<file path="src/rtl/reg_write_sequencer.sv">
// Register-file write-port owner: a 31-cycle init sweep ($1..$31, $29 <- SP_INIT), then FIFO-drained writebacks.
// Build macro WB_BYPASS_EN: in RUN, a request arriving at an empty FIFO skips it (latency 1).
module reg_write_sequencer #(
    parameter int          DEPTH   = 4,
    parameter logic [31:0] SP_INIT = 32'h7FFF_EFFC,
    parameter int          CW      = 3
) (
    input  logic          Clock,
    input  logic          reset,
    input  logic          WB_Valid,
    output logic          WB_Ready,
    input  logic [4:0]    WB_Reg,
    input  logic [31:0]   WB_Data,
    output logic [4:0]    Write_Reg,
    output logic [31:0]   Write_Data,
    output logic          Reg_Write,
    output logic          Init_Done,
    output logic [CW-1:0] Fifo_Count
);
    localparam int            PW       = (DEPTH > 1) ? $clog2(DEPTH) : 1;
    localparam logic [CW-1:0] FULL     = CW'(DEPTH);
    localparam logic [4:0]    SP_REG   = 5'd29;
    localparam logic [4:0]    LAST_REG = 5'd31;

    typedef enum logic {S_INIT, S_RUN} state_t;

    typedef struct packed {
        logic [4:0]  rg;
        logic [31:0] data;
    } wb_req_t;

    state_t        state_q;
    logic [4:0]    idx_q;
    wb_req_t       mem_q [DEPTH];
    logic [PW-1:0] wr_ptr_q;
    logic [PW-1:0] rd_ptr_q;
    logic [CW-1:0] count_q;
    logic [CW-1:0] count_d;
    logic [4:0]    write_reg_q;
    logic [31:0]   write_data_q;
    logic          reg_write_q;
    logic          init_done_q;

    logic    accept;
    logic    pop;
    logic    bypass;
    logic    fifo_push;
    wb_req_t head;

    // NOTE: every signal driven here gets a value on every path (count_d is defaulted first), so no latch is inferred.
    always_comb begin
        WB_Ready  = (count_q < FULL) && !reset;
        accept    = WB_Valid && WB_Ready;
        pop       = (state_q == S_RUN) && (count_q != '0);
`ifdef WB_BYPASS_EN
        bypass    = accept && (state_q == S_RUN) && (count_q == '0);
`else
        bypass    = 1'b0;
`endif
        fifo_push = accept && !bypass;
        head      = mem_q[rd_ptr_q];
        count_d   = count_q;
        if (fifo_push && !pop) begin
            count_d = count_q + CW'(1);
        end else if (pop && !fifo_push) begin
            count_d = count_q - CW'(1);
        end
    end

    // NOTE: FIFO storage is deliberately not reset; an entry is only read after it has been written.
    always_ff @(posedge Clock) begin
        if (fifo_push) begin
            mem_q[wr_ptr_q] <= '{rg: WB_Reg, data: WB_Data};
        end
    end

    // NOTE: all state here uses non-blocking assignments so every register samples pre-edge values.
    always_ff @(posedge Clock) begin
        if (reset) begin
            state_q      <= S_INIT;
            idx_q        <= 5'd1;
            wr_ptr_q     <= '0;
            rd_ptr_q     <= '0;
            count_q      <= '0;
            reg_write_q  <= 1'b0;
            write_reg_q  <= '0;
            write_data_q <= '0;
            init_done_q  <= 1'b0;
        end else begin
            count_q <= count_d;
            if (fifo_push) begin
                wr_ptr_q <= wr_ptr_q + PW'(1);
            end
            if (pop) begin
                rd_ptr_q <= rd_ptr_q + PW'(1);
            end
            reg_write_q <= 1'b0;
            case (state_q)
                S_INIT: begin
                    reg_write_q  <= 1'b1;
                    write_reg_q  <= idx_q;
                    write_data_q <= (idx_q == SP_REG) ? SP_INIT : '0;
                    if (idx_q == LAST_REG) begin
                        state_q <= S_RUN;
                    end else begin
                        idx_q <= idx_q + 5'd1;
                    end
                end
                S_RUN: begin
                    init_done_q <= 1'b1;
                    // $0 entries are consumed but leave the write port idle and holding.
                    if (pop) begin
                        if (head.rg != '0) begin
                            reg_write_q  <= 1'b1;
                            write_reg_q  <= head.rg;
                            write_data_q <= head.data;
                        end
                    end else if (bypass && (WB_Reg != '0)) begin
                        reg_write_q  <= 1'b1;
                        write_reg_q  <= WB_Reg;
                        write_data_q <= WB_Data;
                    end
                end
                default: state_q <= S_INIT;
            endcase
        end
    end

    assign Write_Reg  = write_reg_q;
    assign Write_Data = write_data_q;
    assign Reg_Write  = reg_write_q;
    assign Init_Done  = init_done_q;
    assign Fifo_Count = count_q;

endmodule
</file>
<file path="config.mk">
export PLATFORM = sky130hd
export DESIGN_NAME = reg_write_sequencer
export DESIGN_NICKNAME = d
export VERILOG_FILES = /design/src/rtl/reg_write_sequencer.sv
export SDC_FILE = /design/constraint.sdc
export NUM_CORES = 1
export LEC_CHECK = 0
export CORE_ASPECT_RATIO = 1.25
export CORE_MARGIN = 1
export CORE_UTILIZATION = 40
export CTS_CLUSTER_DIAMETER = 80
export DETAILED_ROUTE_END_ITERATION = 12
export PLACE_DENSITY_LB_ADDON = 0.12
export SLEW_MARGIN = 10
export SYNTH_ARGS = -nofsm -noshare
export SYNTH_HDL_FRONTEND = slang
export SYNTH_SLANG_ARGS = --single-unit
</file>
<file path="constraint.sdc">
create_clock -name Clock -period 4.2 [get_ports Clock]
set_clock_uncertainty 0.1 [all_clocks]
set_input_delay 0.63 -clock Clock [delete_from_list [all_inputs] [get_ports Clock]]
set_output_delay 0.63 -clock Clock [all_outputs]
set_load 0.02 [all_outputs]
</file>
=== Yosys cells after proc, flatten, opt, wreduce, memory -nomap -nowiden ===
Memories as Yosys holds them, arrays and structs flattened. A register that Yosys moved wholly into a read port is not among the register bits.
Index checks and enable logic that the tools add are counted.

* Register bits: 52
* Latch bits: 0
* RAM bits: 148
* ROM bits: 0
* Output and inout bits: 43
* Word-level logic and storage cells: 53
* Memories: 1

* Add/sub/neg operators: 5
* $mul: 0
* Divide/modulo/power cells: 0
* Order comparisons: 1
* Eq/ne operators: 4
* Shift-type cells: 0
* Mux-type cells: 18
* Bitwise logic cells: 2
* Reduce and logical (&&, ||, !) cells: 13

{| class="wikitable"
|+ Memory list
! memory !! depth !! bits a word !! read ports !! clocked after memory_dff !! write ports !! line !! RTL
|-
| mem_q || 4 || 37 || 1 || 1 || 1 || 34 || <nowiki>wb_req_t mem_q [DEPTH];</nowiki>
|}

{| class="wikitable"
|+ Operator list
! operator !! number
|-
| two-way mux 32 bit || 2
|-
| one-hot mux 32 bit (2 select lines) || 1
|-
| two-way mux 31 bit || 1
|-
| == test 5 bit (second input constant) || 2
|-
| two-way mux 5 bit || 2
|-
| one-hot mux 5 bit (2 select lines) || 1
|-
| two-way mux 1 bit || 6
|-
| two-way mux 3 bit || 2
|-
| adder 5 x 1 -> 5 bit (second input constant) || 1
|-
| logical AND 1 bit || 5
|-
| nonzero test 5 bit || 1
|-
| adder 2 x 1 -> 2 bit (second input constant) || 2
|-
| two-way mux 2 bit || 2
|-
| != test 2 x 1 -> 1 bit (second input constant) || 2
|-
| AND reduction 2 bit || 2
|-
| adder 3 x 1 -> 3 bit (second input constant) || 1
|-
| logical NOT 1 bit || 3
|-
| less-than comparator 3 bit (second input constant) || 1
|-
| nonzero test 3 bit || 1
|-
| subtractor 3 x 1 -> 3 bit (second input constant) || 1
|-
| inverter 1 bit || 2
|-
| one-hot mux 1 bit (2 select lines) || 1
|-
| nonzero test 2 bit || 1
|}

=== Longest topological paths before layout ===
Gate-level depths: netlist of the first run.

* Word-level depth: 7
* Gate-level depth with buffers: 10

=== Worst setup path before layout of the first run ===
Ideal clock, no wire load.

* Kind: input to register
* Start: input port reset
* End: register count_q[2], in the netlist Fifo_Count[2]
* Setup time: 70 ps
* Arrival: 2742 ps
* Required time: 4030 ps
* Slack: 1288 ps
* Stages on the path: 10
* Buffers on the path: 2
* Cell sequence: clkbuf_1 > nor2_1 > and2_1 > clkbuf_1 > ha_1 > inv_1 > fa_1 > xor2_1 > or3_1 > a21oi_1

* Longest elaborated chain between the ends: 6
* Elaborated cells on any way between the ends: 8
* Classes of those cells: 1 x mux; 7 x reduce/logical

{| class="wikitable"
|+ Ends and longest elaborated chain
! element !! line !! RTL
|-
| start, declared || 9 || <nowiki>input logic reset,</nowiki>
|-
| logical NOT 1 bit * || 52 || <nowiki>WB_Ready = (count_q < FULL) && !reset;</nowiki>
|-
| logical AND 1 bit * || 52 ||
|-
| net WB_Ready || 11 || <nowiki>output logic WB_Ready,</nowiki>
|-
| logical AND 1 bit * || 53 || <nowiki>accept = WB_Valid && WB_Ready;</nowiki>
|-
| net accept || 44 || <nowiki>logic accept;</nowiki>
|-
| logical NOT 1 bit || 65 || <nowiki>end else if (pop && !fifo_push) begin</nowiki>
|-
| logical AND 1 bit || 65 ||
|-
| nonzero test 2 bit (no line) || -- ||
|-
| end signal, assigned || 90 || <nowiki>count_q <= count_d;</nowiki>
|-
| end, declared || 37 || <nowiki>logic [CW-1:0] count_q;</nowiki>
|}

Mark *: on every way through the listed nets, which the timed path passes. The rest lies on a longest branch.
A chain may end at the register's enable or synchronous reset.

==> results of run 1 <==
==> Yosys cell counts, drive strengths merged (2+ instances only) <==
cell type,instances,area [um^2]
a211oi,4,30.0
a21oi,7,35.0
and3,9,56.3
buf,10,71.3
clkbuf,25,93.8
dfxtp,54,1080
edfxtp,148,4440
ha,8,100
inv,4,15.0
mux4,37,833
nand2,15,56.3
nand3,6,30.0
nand4,10,62.6
nor2,47,176
nor3,6,30.0
nor4,3,18.8
o21ai,61,305
o221ai,28,370
or3,3,18.8
xnor2,2,17.5
xor2,6,52.6
==> worst min-delay path by stage <==
stage                       from           end  slack, ns  cells past startpoint
floorplan            rd_ptr_q[1]     flip-flop       0.38                      2
global placement       Init_Done     Init_Done       0.35                      2
detailed placement     Init_Done     Init_Done       0.37                      2
CTS                    Init_Done     Init_Done       0.39                      2
global route        Write_Reg[2]  Write_Reg[2]       0.43                      2
finish                 Init_Done     Init_Done       0.37                      2
==> metal layers <==
metal	global-route usage (%)	vias up	part of all wire, %
met2	28.8	104	51
met4	5.03	0	1.6
met5	0	-	0
li1	-	2164	-
met1	21.4	2307	43
met3	2.60	20	4.3
==> power breakdown <==
part / switching (mW) / leakage, nW / total [mW] / internal [mW]
combinational: 0.116 / 1.09 / 0.206 / 0.0898
sequential: 0.0221 / 1.78 / 2.22 / 2.20
clock: 0.725 / 0.324 / 1.84 / 1.12
total: 0.863 / 3.19 / 4.27 / 3.41
==> sequential cells by signal (all words and copies together) (netlist names), named ones only <==
name        count
Fifo_Count      3
Init_Done       1
Reg_Write       1
Write_Data     32
Write_Reg       5
idx_q           5
mem_q         148
rd_ptr_q        2
state_q         1
wr_ptr_q        2
==> area by class of cell <==
class / count / area (um^2) / area share, %
clock buffer: 26 / 554 / 5.67
clock inverter: 10 / 126 / 1.29
inverter: 5 / 18.8 / 0.192
multi-input combinational: 266 / 2340 / 24.0
sequential: 202 / 5530 / 56.5
tap: 265 / 332 / 3.39
timing repair buffer: 90 / 881 / 9.00
==> per-stage QoR <==
stage | hold slack, ns | instances
3_5_place_dp | 0.369 | 828
5_1_grt | 0.425 | 864
6_report | 0.373 | 864
3_3_place_gp | 0.351 | 828
4_1_cts | 0.385 | 864
2_1_floorplan | 0.385 | 508
==> cell families after synthesis <==
kind of cell	synth area share, %
flops	68.8
xor+xnor	0.873
mux	10.5
compound gates	9.82
simple gates	6.16
fa+ha+maj	1.50
buf+inv	2.29
==> worst register-to-register path, delay by kind of cell (launching register included) <==
| kind | cells | cell delay (ns) |
|---|---|---|
| simple gates | 2 | 1.12 |
| flops | 1 | 0.64 |
| buf+inv | 1 | 0.35 |
| compound gates | 1 | 0.22 |
| mux | 1 | 0.60 |
==> metrics, run 1 <==
nets=635; syn_area_per_cell=15.8 um^2; cts hold-fix bufs=0; # IOs=83; max incr delay on CP=about 0.72 ns; clock sinks=between 200 and 250; Critical Path End=Write_Data[10]; TNS Setup=0 ns; post-route ant nets=0; Cell Area, Placed=9100 um^2; vias in the first global route=4777; Syn Nets=557; clk_lat worst skew=just under 0.5 ns; WP depth=5; DR vias=4595; grt ovf=0; critical path type=reg -> reg; Starting DRT DRC Count=278; row count=57; leakage dissipation=approximately 3.2 nW; critical-path cell list=buf_4, mux4_2, or2_2, nor2_4, o221ai_1; initial antenna violation count=0; Starting Density=41.1%; Netlist cell types=39; Post-Route WL=16500 um; Die Area=about 21000 um^2; flops & latches, synth=a little over 200; Core Footprint=19500 um^2; dpl hpwl=9890 um; asr flop ratio synth=0%; Finished Cell Area=between 9000 and 10000 um^2; Reg2Reg Depth=5; crit end category=flip-flop; CTS tree=done; total chip power=between 4 and 5 mW; dpl ws=approximately 0.91 ns; PD cells=437 nW/um^2; Yosys warnings=0; type of origin of the critical path=flip-flop; port bufs=82; CTS Root Cell=clkbuf_16; main flop type after synthesis=edfxtp_1; final setup margin=approximately 1.0 ns; Bufs on Longest Clock Path=3; share of layout cells above drive strength 1=17.7%; R2R Setup Slk=a little over 1 ns; Tcrit/Tclk final=75.8%; # setup viols final=0; Worst Path Arrival=around 3.4 ns; final core area utilization=50.1%; Max FO, Critical Path=28; Max rail drop VDD=0.336 mV; Slew @ Worst Pin=between 1 and 1.5 ns; DRC Markers=0; outcome=finished, final reports clean; Wirelength per Cell=roughly 19 um; height of the die=160 um; Slew headroom=27.5%; Syn-to-layout area delta=21.9%; Syn Inst Count=508; setup bufs post-CTS=0; commonest non-fill, non-tap cells in the layout=edfxtp_1 (148), clkdlybuf4s50_1 (82), o21ai_0 (61); slowest cell on the critical path=nor2_4; Initial DRT Pass Iterations=6; Die Width=approximately 130 um; CTS buffer count=21; most common cell after layout, fill and taps aside=edfxtp_1; GPL Wtd Cong=0.789; Netlist Area Pre-Place=8030 um^2; final hold viol count=0; global-route wire length before repair=between 20000 and 30000 um; RSZ-0062 raised after global routing=false; Total GRT Usage=16.6%; Worst-path clk slew=0.06 ns; total inserted antenna cells=0; CP bufs+invs=1; Max-Cap Viols=0; Fillers=1709; CTS resizes=0; Seq/Total Area, Yosys=68.8%; Worst Hold Class=reg -> reg; Via density=~5.3; number of enable flip-flop cells after synthesis=148; worst r2r dst=Write_Data[10]; CP top delay family=simple AND/OR/NAND/NOR gates; Slew Limit Fails=0; Final Critical Period=3.18 ns; CP Data Required Time=4.42 ns; H-tree level count=1; Peak Freq=314 MHz; largest net degree at the start of global routing=62
No activity file was read; power rests on OpenSTA's default activity.
==> run 2, diff against run 1 <==
clock period = 2.9 ns   (was 4.2 ns; I/O delays follow)
==> run 2 against run 1 <==
Effect of this change:
- hold slack improved by 0.018 ns
- critical endpoint unchanged
- fmax rose by 19%
- combinational power up 57%
==> metrics, run 2 (synthesis results as in run 1) <==
outcome=finished, final reports clean; Via density=5.37; Die Width=129 um; post-route ant nets=0; Biggest register=mem_q; Peak Freq=about 370 MHz; critical path type=reg -> reg; DRT met1 WL=7400 um; # IOs=just over 80; initial antenna violation count=0; Total GRT Usage=between 10% and 20%; CP bufs+invs=0; nets=650; Starting DRT DRC Count=365; RSZ-0062 raised after global routing=false; total inserted antenna cells=0; share of layout cells above drive strength 1=20.1%; crit end category=flip-flop; Initial DRT Pass Iterations=4; R2R Setup Slk=about 0.23 ns; clk_lat worst skew=0.49 ns; Cell Area, Placed=9250 um^2; Worst Hold Class=reg -> reg; max incr delay on CP=0.74 ns; clock share of power=~43%; Finished Cell Area=about 10000 um^2; final core area utilization=50.9%; row count=57; Starting Density=41.1%; Core Footprint=roughly 20000 um^2; Wirelength per Cell=approximately 20 um; height of the die=160 um; Slew headroom=48.8%; CP top delay family=simple AND/OR/NAND/NOR gates; DR WL met3=slightly below 800 um; Slew @ Worst Pin=0.762 ns; final hold viol count=0; dpl ws=around 0.22 ns; global-route wire length before repair=26600 um; slowest cell on the critical path=or4_4; PD cells=627 nW/um^2; port bufs=just over 80; Worst-path clk slew=0.06 ns; DRC Markers=0; total chip power=6.24 mW; switching fraction of total power=20.5%; dpl hpwl=10600 um; cts hold-fix bufs=0; Comb pwr share=5.2%; CP Data Required Time=approximately 3.2 ns; TNS Setup=0 ns; Syn-to-layout area delta=24.0%; commonest non-fill, non-tap cells in the layout=edfxtp_1 (148), clkdlybuf4s50_1 (82), o21ai_0 (61); WP depth=4; max layer used=met4; Tcrit/Tclk final=92.1%; grt ovf=0; type of origin of the critical path=flip-flop; vias in the first global route=4811; leakage dissipation=3.29 nW; CTS tree=done; setup bufs post-CTS=0; CTS Root Cell=clkbuf_16; Post-Route WL=17200 um; Hold Path Stages=2; Seq pwr share=between 50% and 60%; DR vias=4740; Reg2Reg Depth=4; critical-path cell list=mux4_2, or3_1, or4_4, o221ai_1; internal power=4.96 mW; Net Sw Power=1.28 mW; Met2 Wirelength=8800 um; Final Critical Period=between 2 and 3 ns; CTS resizes=0; largest net degree at the start of global routing=57; clock sinks=between 200 and 250; CTS buffer count=22; # setup viols final=0; GPL Wtd Cong=0.770; max reg flops=148; Max rail drop VDD=0.439 mV; Worst Path Arrival=2.97 ns; Slew Limit Fails=0; Die Area=20600 um^2; Max-Cap Viols=0; Bufs on Longest Clock Path=3; final setup margin=0.229 ns; most common cell after layout, fill and taps aside=edfxtp_1; H-tree level count=1; Max FO, Critical Path=28
==> run 2: metrics by stage <==
| step | hold slack (ns) | std cells |
|---|---|---|
| 2_1_floorplan | 0.385 | 508 |
| 3_3_place_gp | 0.353 | 842 |
| 3_5_place_dp | 0.367 | 842 |
| 4_1_cts | 0.393 | 882 |
| 5_1_grt | 0.407 | 882 |
| 6_report | 0.391 | 882 |
==> run 2: power groups by stage <==
| stage | Clock (mW) | Sequential [mW] | Combinational [mW] |
|---|---|---|---|
| 2_1_floorplan | 0 | 3.28 | 0.145 |
| 3_3_place_gp | 0 | 3.28 | 0.321 |
| 3_5_place_dp | 0 | 3.28 | 0.329 |
| 4_1_cts | 2.76 | 3.22 | 0.330 |
| 5_1_grt | 2.86 | 3.23 | 0.352 |
| 6_report | 2.69 | 3.22 | 0.324 |
==> run 2: worst reg2reg max path, delay by kind of cell (launching register included) <==
| family | cells | cell delay [ns] |
|---|---|---|
| AOI/OAI and AO/OA | 1 | 0.29 |
| DFF | 1 | 0.46 |
| muxes | 1 | 0.59 |
| and+or+nand+nor | 2 | 1.15 |
==> run 2: worst paths after layout <==
path / startpoint / to
worst max-delay path: flip-flop / Write_Data[10]
worst min-delay path: Write_Reg[3] / Write_Reg[3]
worst max register to register: flip-flop / Write_Data[10]
worst min register to register: Write_Reg[3] / Write_Reg[3]
==> run 2: area by class of cell <==
cell class	instances	area (um^2)
flip-flops and latches	202	5530
clock buffers	26	587
repair buffers	104	1020
well taps	265	332
clock inverters	14	119
inverters	5	18.8
multi-input cells	266	2340
fillers	1674	9590
==> run 2: metal layers <==
layer | global-route usage [%] | vias up
li1 | - | 2194
met1 | 21.6 | 2403
met2 | 30.1 | 124
met3 | 2.80 | 19
met4 | 5.03 | 0
met5 | 0 | -
